## src/rtl/bit_reverse_pkg.sv

```systemverilog
// Shared definitions for the bit-reverse scheduler: FSM state encoding and
// default geometry.
package bit_reverse_pkg;

  localparam int DEFAULT_WIDTH = 8;
  localparam int DEFAULT_NREQ  = 4;

  localparam logic [1:0] S_IDLE  = 2'd0;
  localparam logic [1:0] S_SHIFT = 2'd1;
  localparam logic [1:0] S_DONE  = 2'd2;

  typedef enum logic [1:0] {
    ST_IDLE  = S_IDLE,
    ST_SHIFT = S_SHIFT,
    ST_DONE  = S_DONE
  } state_e;

endpackage

```

## src/rtl/bit_reverse_serial.sv

```systemverilog
// Serial bit-reversal engine: src shifts out LSB-first into the bottom of out,
// so after WIDTH enabled cycles out holds src mirrored.
module bit_reverse_serial #(
  parameter int WIDTH = 8
) (
  input  logic             clk,
  input  logic             rst_n,
  input  logic             load,
  input  logic [WIDTH-1:0] din,
  input  logic             en,
  output logic [WIDTH-1:0] dout
);

  logic [WIDTH-1:0] src_q, src_d;
  logic [WIDTH-1:0] out_q, out_d;

  always_comb begin
    src_d = src_q;
    out_d = out_q;
    if (load) begin
      src_d = din;
      out_d = '0;
    end else if (en) begin
      out_d = {out_q[WIDTH-2:0], src_q[0]};
      src_d = src_q >> 1;
    end
  end

  always_ff @(posedge clk or negedge rst_n) begin
    if (!rst_n) begin
      src_q <= '0;
      out_q <= '0;
    end else begin
      src_q <= src_d;
      out_q <= out_d;
    end
  end

  assign dout = out_q;

endmodule

```

## src/rtl/bit_reverse_scheduler.sv

```systemverilog
// Round-robin arbiter in front of one shared serial bit-reversal engine.
// Handshakes: a transfer happens on a rising edge where valid & ready are both 1.
module bit_reverse_scheduler
  import bit_reverse_pkg::*;
#(
  parameter int NREQ  = DEFAULT_NREQ,
  parameter int WIDTH = DEFAULT_WIDTH,
  parameter int IDW   = $clog2(NREQ)
) (
  input  logic                     clk,
  input  logic                     rst_n,
  input  logic [NREQ-1:0]          req_valid,
  input  logic [NREQ*WIDTH-1:0]    req_data,
  output logic [NREQ-1:0]          req_ready,
  output logic                     rsp_valid,
  output logic [WIDTH-1:0]         rsp_data,
  output logic [IDW-1:0]           rsp_id,
  input  logic                     rsp_ready,
  output state_e                   dbg_state_o,
  output logic [$clog2(WIDTH)-1:0] dbg_cnt_o,
  output logic [IDW-1:0]           dbg_ptr_o
);

  localparam int CW = $clog2(WIDTH);

  state_e           state_q, state_d;
  logic [CW-1:0]    cnt_q, cnt_d;
  logic [IDW-1:0]   ptr_q, ptr_d;
  logic [IDW-1:0]   id_q, id_d;
  logic [IDW-1:0]   cand, gnt_idx;
  logic             gnt_found;
  logic             load, en;
  logic [WIDTH-1:0] words [NREQ];

  for (genvar g = 0; g < NREQ; g++) begin : g_words
    assign words[g] = req_data[g*WIDTH +: WIDTH];
  end

  // First valid requester at or above ptr, wrapping around.
  always_comb begin : rr_grant
    cand      = '0;
    gnt_idx   = '0;
    gnt_found = 1'b0;
    for (int i = 0; i < NREQ; i++) begin
      cand = IDW'((32'(ptr_q) + 32'(i)) % NREQ);
      if (!gnt_found && req_valid[cand]) begin
        gnt_found = 1'b1;
        gnt_idx   = cand;
      end
    end
  end

  always_comb begin : fsm_next
    state_d   = state_q;
    cnt_d     = cnt_q;
    ptr_d     = ptr_q;
    id_d      = id_q;
    load      = 1'b0;
    en        = 1'b0;
    req_ready = '0;
    rsp_valid = 1'b0;
    unique case (state_q)
      ST_IDLE: begin
        if (gnt_found) begin
          req_ready = NREQ'(1) << gnt_idx;
          load      = 1'b1;
          id_d      = gnt_idx;
          cnt_d     = '0;
          state_d   = ST_SHIFT;
        end
      end
      ST_SHIFT: begin
        en    = 1'b1;
        cnt_d = cnt_q + 1'b1;
        if (cnt_q == CW'(WIDTH - 1)) begin
          cnt_d   = '0;
          state_d = ST_DONE;
        end
      end
      ST_DONE: begin
        rsp_valid = 1'b1;
        if (rsp_ready) begin
          state_d = ST_IDLE;
          ptr_d   = (id_q == IDW'(NREQ - 1)) ? '0 : id_q + 1'b1;
        end
      end
      default: state_d = ST_IDLE;
    endcase
  end

  always_ff @(posedge clk or negedge rst_n) begin
    if (!rst_n) begin
      state_q <= ST_IDLE;
      cnt_q   <= '0;
      ptr_q   <= '0;
      id_q    <= '0;
    end else begin
      state_q <= state_d;
      cnt_q   <= cnt_d;
      ptr_q   <= ptr_d;
      id_q    <= id_d;
    end
  end

  bit_reverse_serial #(.WIDTH(WIDTH)) u_engine (
    .clk   (clk),
    .rst_n (rst_n),
    .load  (load),
    .din   (words[gnt_idx]),
    .en    (en),
    .dout  (rsp_data)
  );

  assign rsp_id      = id_q;
  assign dbg_state_o = state_q;
  assign dbg_cnt_o   = cnt_q;
  assign dbg_ptr_o   = ptr_q;

endmodule

```

## config.mk

```make
export PLATFORM = sky130hd
export DESIGN_NAME = bit_reverse_scheduler
export DESIGN_NICKNAME = d
export VERILOG_FILES = /design/src/rtl/bit_reverse_pkg.sv /design/src/rtl/bit_reverse_serial.sv /design/src/rtl/bit_reverse_scheduler.sv
export SDC_FILE = /design/constraint.sdc
export NUM_CORES = 1
export LEC_CHECK = 0
export BUFFER_PORTS_ARGS = -buffer_cell sky130_fd_sc_hd__buf_2
export CORE_MARGIN = 4
export CORE_UTILIZATION = 49
export CTS_BUF_LIST = sky130_fd_sc_hd__clkbuf_8
export DETAILED_ROUTE_END_ITERATION = 8
export PLACE_DENSITY_LB_ADDON = 0.25
export SYNTH_ARGS = -nofsm -noshare
export SYNTH_HDL_FRONTEND = slang
export SYNTH_SLANG_ARGS = --single-unit
```

## constraint.sdc

```tcl
create_clock -name clk -period 2 [get_ports clk]
set_clock_uncertainty 0.05 [all_clocks]
set_input_delay 0.3 -clock clk [delete_from_list [all_inputs] [get_ports clk]]
set_output_delay 0.3 -clock clk [all_outputs]
set_load 0.01 [all_outputs]
```

# Word-level counts from Yosys, hierarchy flattened
# Cells that the tools add are included.
[word_totals]
output_inout_bits = 22
ff_bits = 25
in_bits = 39
[classes]
eq_ne = 7
n_bitwise = 1
magnitude_cmp = 5
shifts = 1
reduce_logical = 13
add_sub_neg = 5
n_mux = 37
[op_table]
columns = ["cell", "n"]
rows = [
  ["8-bit 2-to-1 mux", 6],
  ["8-bit binary-select mux with 2-bit select", 1],
  ["2-bit 2-to-1 mux", 8],
  ["2-bit by 3-bit less-than comparator with 1-bit output (second input constant)", 4],
  ["1-bit 2-to-1 mux", 12],
  ["1-bit binary-select mux with 2-bit select", 4],
  ["4-bit 2-to-1 mux", 2],
  ["3-bit 2-to-1 mux", 2],
  ["2-bit != test (second input constant)", 3],
  ["2-bit case mux with 3 select lines", 1],
  ["3-bit case mux with 2 select lines", 1],
  ["2-bit AND reduction", 3],
  ["2-bit by 1-bit adder with 2-bit output (second input constant)", 2],
  ["2-bit adder (second input constant)", 2],
  ["2-bit equality test (second input constant)", 2],
  ["2-bit nonzero test", 2],
  ["1-bit by 2-bit << shifter with 4-bit output (first input constant)", 1],
  ["3-bit by 1-bit adder with 3-bit output (second input constant)", 1],
  ["3-bit equality test (second input constant)", 1],
  ["3-bit >= comparator (second input constant)", 1],
  ["1-bit logical AND", 3],
  ["1-bit zero test", 3],
  ["2-bit inverter with 3-bit output", 1],
  ["3-bit AND reduction", 1],
  ["other kinds (2)", 2],
]

# Depth between registers and ports, before layout
# Gate-level depths: netlist (run 1).
[depth]
ltp_word = 17
ltp_mapped = 6
mapped_depth_nobuf = 5

# Cells and area by module
# Synthesis (run 1) repeated with hierarchy kept, for this count alone.
[hier_totals]
cells_unflattened = 192
area_unflattened_um2 = 1749.2
[modules_own_cells]
columns = ["module", "n_inst", "area_per_inst_um2", "seq_area_each_um2", "cells_per_inst"]
rows = [
  ["bit_reverse_scheduler", 1, 1051.0, 225.2, 132],
  ["bit_reverse_serial", 1, 698.2, 400.4, 60],
]

# Least setup slack after synthesis (run 1)
# No wires, ideal clock.
[synth_timing]
kind = "register -> output"
startpoint = "register ptr_q[0] (netlist: dbg_ptr_o[0])"
endpoint = "output req_ready[1]"
arrival_ns = 1.451
path_slack_ns = 0.199
stages_incl_launch_ff = 6
cell_sequence = "dfrtp_1 > nor2b_4 > nor4_4 > nor2_4 > buf_12 > nor3_1"
[synth_between]
elab_chain_len = 15
[synth_lines]
columns = ["item", "line", "source"]
rows = [
  ["start: declaration", "bit_reverse_scheduler.sv:28", "logic [IDW-1:0] ptr_q, ptr_d;"],
  ["start signal: assignment", "bit_reverse_scheduler.sv:100", "ptr_q <= ptr_d;"],
  ["branches (longest 13 deep; another with 2-bit by 1-bit adder with 2-bit output)", "--", ""],
  ["4-bit 2-to-1 mux *", "bit_reverse_scheduler.sv:64", "if (gnt_found) begin"],
  ["4-bit 2-to-1 mux *", "bit_reverse_scheduler.sv:62", "unique case (state_q)"],
  ["end: declaration", "bit_reverse_scheduler.sv:14", "output logic [NREQ-1:0] req_ready,"],
]
# Mark *: on every way between the ends. The select of a mux whose other input is x is not followed.

# Final worst setup path (run 1)
[layout_timing]
startpoint = "register ptr_q[1] (netlist: dbg_ptr_o[1])"
endpoint = "output req_ready[3]"
# Same word-level chain as after synthesis.

==> reports/results.txt, run 1 <==
outcome - finished, violations left
failing checks - setup timing
Seq/Total Area, Yosys - 42.7%
FP Rows - 19
final setup margin - -0.0408 ns
clock sink count - 25
Critical Path RT - 1.65 ns
min Tclk post-route - 2.04 ns
clock tree buffer depth - 2
Slew HR - 61.7%
hpwl dp - 2.91 mm
H-tree depth - 1
Core Box Area - 2810 um2
CTS buffer count - 3
worst setup path category - reg -> out
biggest cell delay along the critical path - 0.58 ns
CP top delay family - simple AND/OR/NAND/NOR gates
cell chain of the critical path - or4_4 > nand2_4 > and3_1 > buf_2
Tot GR Track Use - 20.4%
clk slew on worst S/H paths - 0.08 ns
num ports - 61
CP arrival - 1.69 ns
#FFs+latches synth - 25
placer congestion estimate - 0.864
root buf cell - clkbuf_8
min-delay worst type - in -> reg
share of cells above drive strength 1 - 41.1%
DRT iter0 DRCs - 44
setup total negative slack - -0.0542 ns
Net Count, Synth - 196
initial core utilization - 52.2%
WL final - 3.95 mm
crit-path max FO - 6
final-report max-slew violation count - 0
endpoints failing setup - 2
synthesized instance count - 154
die height - 62.7 um
hold_sp - rsp_ready
Worst IR Drop VDD - 0.762 mV
commonest non-fill, non-tap cell in the layout - buf_2
Final ANT Viol Nets - 0
vias - 1410
Worst R2R Start - dbg_ptr_o[1]
commonest non-fill, non-tap cells in the layout - buf_2, nand2_1, dfrtp_1
maxcap violations - 0
first-pass GRT wire length - 6.44 mm
DRC viols - 0
Die Area - 3930 um2
P_leak - 1.06 nW
DRT Pass-1 Iters - 4
crit path buf inv count - 1
vias in the first global route - 1382
Yosys Warn Count - 0
CP endpoint kind - output port
final-layout fill cell count - 232
Layout Utilization - 69.8%
drt via density - 5.53
Yosys cell types - 38
power density cells - 1370 nW/um2
Slew @ Worst Pin - 0.572 ns
Antenna diodes - 0
area delta synth->final - 33.6%
pin count of the biggest net entering global routing - 26
crit path max-delay cell type - or4_4
f_max - 490 MHz
Die Wd - 62.7 um
CTS tree - yes
NumNets Final - 267
I/O Buffers - 60
crit share post-route - 102%
initial antenna violation count - 0
RSZ-0062 raised after global routing - true
CP startpoint - dbg_ptr_o[1]
synthesized area per cell - 9.51 um2
Setup crit start kind - flop
Final Hold Fails - 0
cell area after synthesis - 1470 um2
total grt overflow - 0
average wire per standard cell - 15.5 um
Clock Latency Late Sink - 0.26 ns
report_power, final:
part           switching (mW)  leakage (nW)  total (mW)  internal [mW]
logic                   0.809         0.724        1.49          0.681
registers               0.186         0.314       0.916          0.730
clock network           0.149        0.0269       0.286          0.137
Yosys cell counts, drive strengths merged:
cell | n | area [um2]
nand2 | 29 | 109
dfrtp | 25 | 626
nand3 | 15 | 75.1
mux2i | 11 | 110
o21ai | 7 | 35.0
a21o | 6 | 45.0
a21oi | 6 | 30.0
and3 | 6 | 37.5
nor2 | 6 | 32.5
o211ai | 5 | 42.5
buf | 4 | 37.5
ha | 3 | 37.5
nand2b | 3 | 21.3
nor2b | 3 | 26.3
nor3 | 3 | 15.0
o221ai | 3 | 26.3
o31ai | 3 | 27.5
a22oi | 2 | 15.0
clkbuf | 2 | 7.51
inv | 2 | 7.51
nor4 | 2 | 27.5
a22o | 1 | 8.76
and4b | 1 | 13.8
mux2 | 1 | 11.3
nand4b | 1 | 8.76
nor3b | 1 | 7.51
o21ba | 1 | 10.0
or3 | 1 | 6.26
or4 | 1 | 7.51
stage by stage:
| step | cells | cell area, um2 | hold slack, ns | power, mW | setup slack (ns) |
|---|---|---|---|---|---|
| floorplan | 154 | 1470 | -0.0456 | 1.83 | 0.199 |
| global placement | 245 | 1820 | 0.255 | 2.22 | 0.165 |
| detailed placement | 245 | 1820 | 0.264 | 2.28 | 0.0998 |
| CTS | 252 | 1920 | 0.298 | 2.63 | -0.00728 |
| global route | 255 | 1960 | 0.308 | 2.91 | -0.0748 |
| finish | 255 | 1960 | 0.302 | 2.69 | -0.0408 |
layer usage:
layer | GRT usage (%) | vias up | wire [um]
met4 | 7.16 | 0 | 47
met5 | 0 | - | 0
met1 | 23.2 | 655 | 1620
met2 | 37.0 | 46 | 2000
li1 | - | 703 | -
met3 | 4.68 | 6 | 273
area by class of cell:
cell class | instances | area [um2] | area share [%]
clock buffer | 3 | 41.3 | 2.11
clock inverter | 1 | 3.75 | 0.192
inverter | 2 | 7.51 | 0.383
multi-input combinational | 121 | 833 | 42.6
sequential | 25 | 628 | 32.1
tap | 31 | 38.8 | 1.98
timing repair buffer | 72 | 405 | 20.7
registers in the layout, summed over array words and instances (netlist names):
name,flops
dbg_state_o,2
u_engine.dout,8
dbg_ptr_o,2
rsp_id,2
u_engine.src_q,8
dbg_cnt_o,3
worst reg2reg max path, delay by kind of cell, from the launching register on:
| kind | cells | cell delay (ns) |
|---|---|---|
| buf+inv | 1 | 0.17 |
| compound gates | 2 | 0.25 |
| flops | 1 | 0.46 |
| simple gates | 2 | 0.66 |
cell families after synthesis:
logic type                 synth area share (%)
muxes                                      8.28
buffers and inverters                      3.59
and+or+nand+nor                            26.5
adders and majority gates                  2.56
AOI/OAI and AO/OA                          16.4
DFF                                        42.7
timing repair:
item                                    CTS  global route
hold buffers                              1             0
gates resized for setup                   8             3
endpoints found under the setup margin    4             4
setup buffers                             2             3
pin swaps                                 2             2
hold endpoints to repair                 25             0
worst paths after layout:
path | to | slack [ns] | depth (start not counted)
worst max-delay path | req_ready[3] | -0.04 | 4
worst min-delay path | dbg_state_o[1] | 0.30 | 3
worst max register to register | u_engine.src_q[0] | 0.28 | 5
worst min register to register | u_engine.dout[0] | 0.41 | 2
max in group asynchronous | dbg_ptr_o[0] | 1.01 | 2
min in group asynchronous | dbg_cnt_o[0] | 0.50 | 2
Note: power is estimated with default switching activity, not from simulation.
==> run 2: changes to the inputs <==
clock period = 2.2 ns   (was 2 ns; I/O delays follow)
==> run 2 against run 1 <==
The flow finishes with violations (hold timing). Sequential cell count did not move. Utilization is 2.3 points lower. Worst hold slack worse by 0.31 ns. Largest power group unchanged. Highest routed layer unchanged.
==> reports/results.txt, run 2 (synthesis results as in run 1) <==
I/O Buffers - 60 (unchanged)
Placed Cells - 242 (-1.2%)
crit path max-delay cell type - or4_4
power density cells - 1250 nW/um2 (-9.1%)
share of cells above drive strength 1 - 39.5% (-1.5 points)
commonest non-fill, non-tap cells in the layout - buf_2, nand2_1, dfrtp_1
Hold Buf Count CTS - 0 (-1)
worst setup path category - reg -> out
vias in the first global route - 1412 (+2.2%)
root buf cell - clkbuf_8
vias - 1458 (+3.4%)
average wire per standard cell - 15.6 um (+1.0%)
f_max - 470 MHz
post-layout instance count excluding filler cells - 251 (-1.6%)
Setup crit start kind - flop
met1 wire length - 1.52 mm (-6.2%)
crit-path max FO - 8 (+2)
area of the multi-input gates - 815 um2 (-2.3%)
met2 WL - 2.02 mm (+0.95%)
Final ANT Viol Nets - 0 (unchanged)
pin count of the biggest net entering global routing - 26 (unchanged)
hpwl dp - 2.99 mm (+2.8%)
Hold WS - -0.0126 ns (-0.314 ns)
area delta synth->final - 29.3%
register area - 628 um2 (unchanged)
maxcap violations - 0 (unchanged)
CP arrival - 1.75 ns (+0.06 ns)
Clock Latency Late Sink - 0.27 ns (about the same)
biggest cell delay along the critical path - 0.60 ns (+0.02 ns)
clock tree buffer depth - 2 (unchanged)
Worst IR Drop VDD - 0.721 mV (-5.4%)
placer congestion estimate - 0.848 (-1.9%)
drt via density - 5.81 (+5.1%)
initial antenna violation count - 0 (unchanged)
Critical Path RT - 1.82 ns (+0.17 ns)
NumNets Final - 263 (-1.5%)
R2R setup slack - 0.46 ns (+0.18 ns)
cell chain of the critical path - or4_4 > nand2_1 > and3_1 > buf_2
Core Box Area - 2810 um2 (unchanged)
die height - 62.7 um (unchanged)
total grt overflow - 0 (unchanged)
P_leak - 1.04 nW (-2.6%)
failing checks - hold timing
min-delay worst type - in -> async
Tot GR Track Use - 20.3% (-0.069 points)
crit share post-route - 96.7%
FP Rows - 19 (unchanged)
Total Power - 2.37 mW (-12%)
top routing layer in use - met4
final-layout fill cell count - 241 (+3.9%)
CTS tree - yes
CP endpoint kind - output port
Slew HR - 59.8% (-1.9 points)
Die Wd - 62.7 um (unchanged)
initial core utilization - 52.2% (unchanged)
Final Hold Fails - 25 (+25)
clock sink count - 25 (unchanged)
CTS buffer count - 3 (unchanged)
Slew @ Worst Pin - 0.602 ns (+0.0303 ns)
final-report max-slew violation count - 0 (unchanged)
endpoints failing setup - 0 (-2)
H-tree depth - 1 (unchanged)
DRC viols - 0 (unchanged)
min Tclk post-route - 2.13 ns
commonest non-fill, non-tap cell in the layout - buf_2
metal3 WL - 286 um (+4.8%)
clk slew on worst S/H paths - 0.08 ns (about the same)
Place WS - 0.169 ns (+0.0693 ns)
DRT iter0 DRCs - 70 (+59%)
num ports - 61 (unchanged)
RSZ-0062 raised after global routing - false
first-pass GRT wire length - 6.47 mm (+0.43%)
Die Area - 3930 um2 (unchanged)
DRT Pass-1 Iters - 4 (unchanged)
outcome - finished, violations left
final setup margin - 0.0717 ns (+0.113 ns)
Antenna diodes - 0 (unchanged)
WL final - 3.92 mm (-0.58%)
Reg2Reg Depth - 6 (+1)
==> run 2: where the power goes <==
part | internal [mW] | leakage [nW] | total (mW) | switching (mW)
Sequential | 0.663 | 0.314 | 0.830 | 0.167
Clock | 0.125 | 0.0269 | 0.266 | 0.141
Combinational | 0.565 | 0.697 | 1.27 | 0.705
Total | 1.35 | 1.04 | 2.37 | 1.01
==> run 2: final cells by class <==
| class | count | share of cell area (%) |
|---|---|---|
| Timing Repair Buffer | 68 | 19.0 |
| Sequential cell | 25 | 33.2 |
| Clock buffer | 3 | 2.18 |
| Tap cell | 31 | 2.05 |
| Inverter | 2 | 0.396 |
| Multi-Input combinational cell | 121 | 43.0 |
| Clock inverter | 1 | 0.198 |
==> run 2: worst max-delay path: cells and delay by family (launching register included) <==
kind | cells | cell delay (ns)
and+or+nand+nor | 3 | 0.88
DFF | 1 | 0.48
buffers and inverters | 1 | 0.13
==> run 2: what timing repair did <==
| item | CTS | global route |
|---|---|---|
| buffers inserted | 1 | 4 |
| pin swaps | 1 | 1 |
| endpoints found under the setup margin | 3 | 4 |
| resized for setup | 0 | 7 |
==> run 2: routing by layer <==
| metal | up-vias | GRT usage [%] |
|---|---|---|
| met5 | - | 0 |
| met4 | 0 | 7.44 |
| met3 | 11 | 6.12 |
| met2 | 53 | 36.4 |
| met1 | 704 | 22.6 |
| li1 | 690 | - |
==> run 2: stage by stage <==
step           TNS [ns]  util, %  area (um2)  hold WS, ns
6_report              0     67.5        1890      -0.0126
3_3_place_gp          0     63.5        1780        0.286
2_1_floorplan         0        -        1470      -0.0156
4_1_cts         -0.0494     65.4        1830      0.00807
3_5_place_dp          0     63.5        1780        0.301
5_1_grt               0     67.5        1890       0.0306
==> run 2: final timing paths <==
kind                                    from           endpoint
setup / recovery                dbg_ptr_o[1]       req_ready[3]
hold / removal                         rst_n       dbg_cnt_o[1]
setup reg to reg                dbg_ptr_o[0]  u_engine.src_q[3]
hold reg to reg            u_engine.src_q[0]   u_engine.dout[0]
max in group asynchronous              rst_n       dbg_ptr_o[0]
min in group clk                req_data[24]  u_engine.src_q[0]
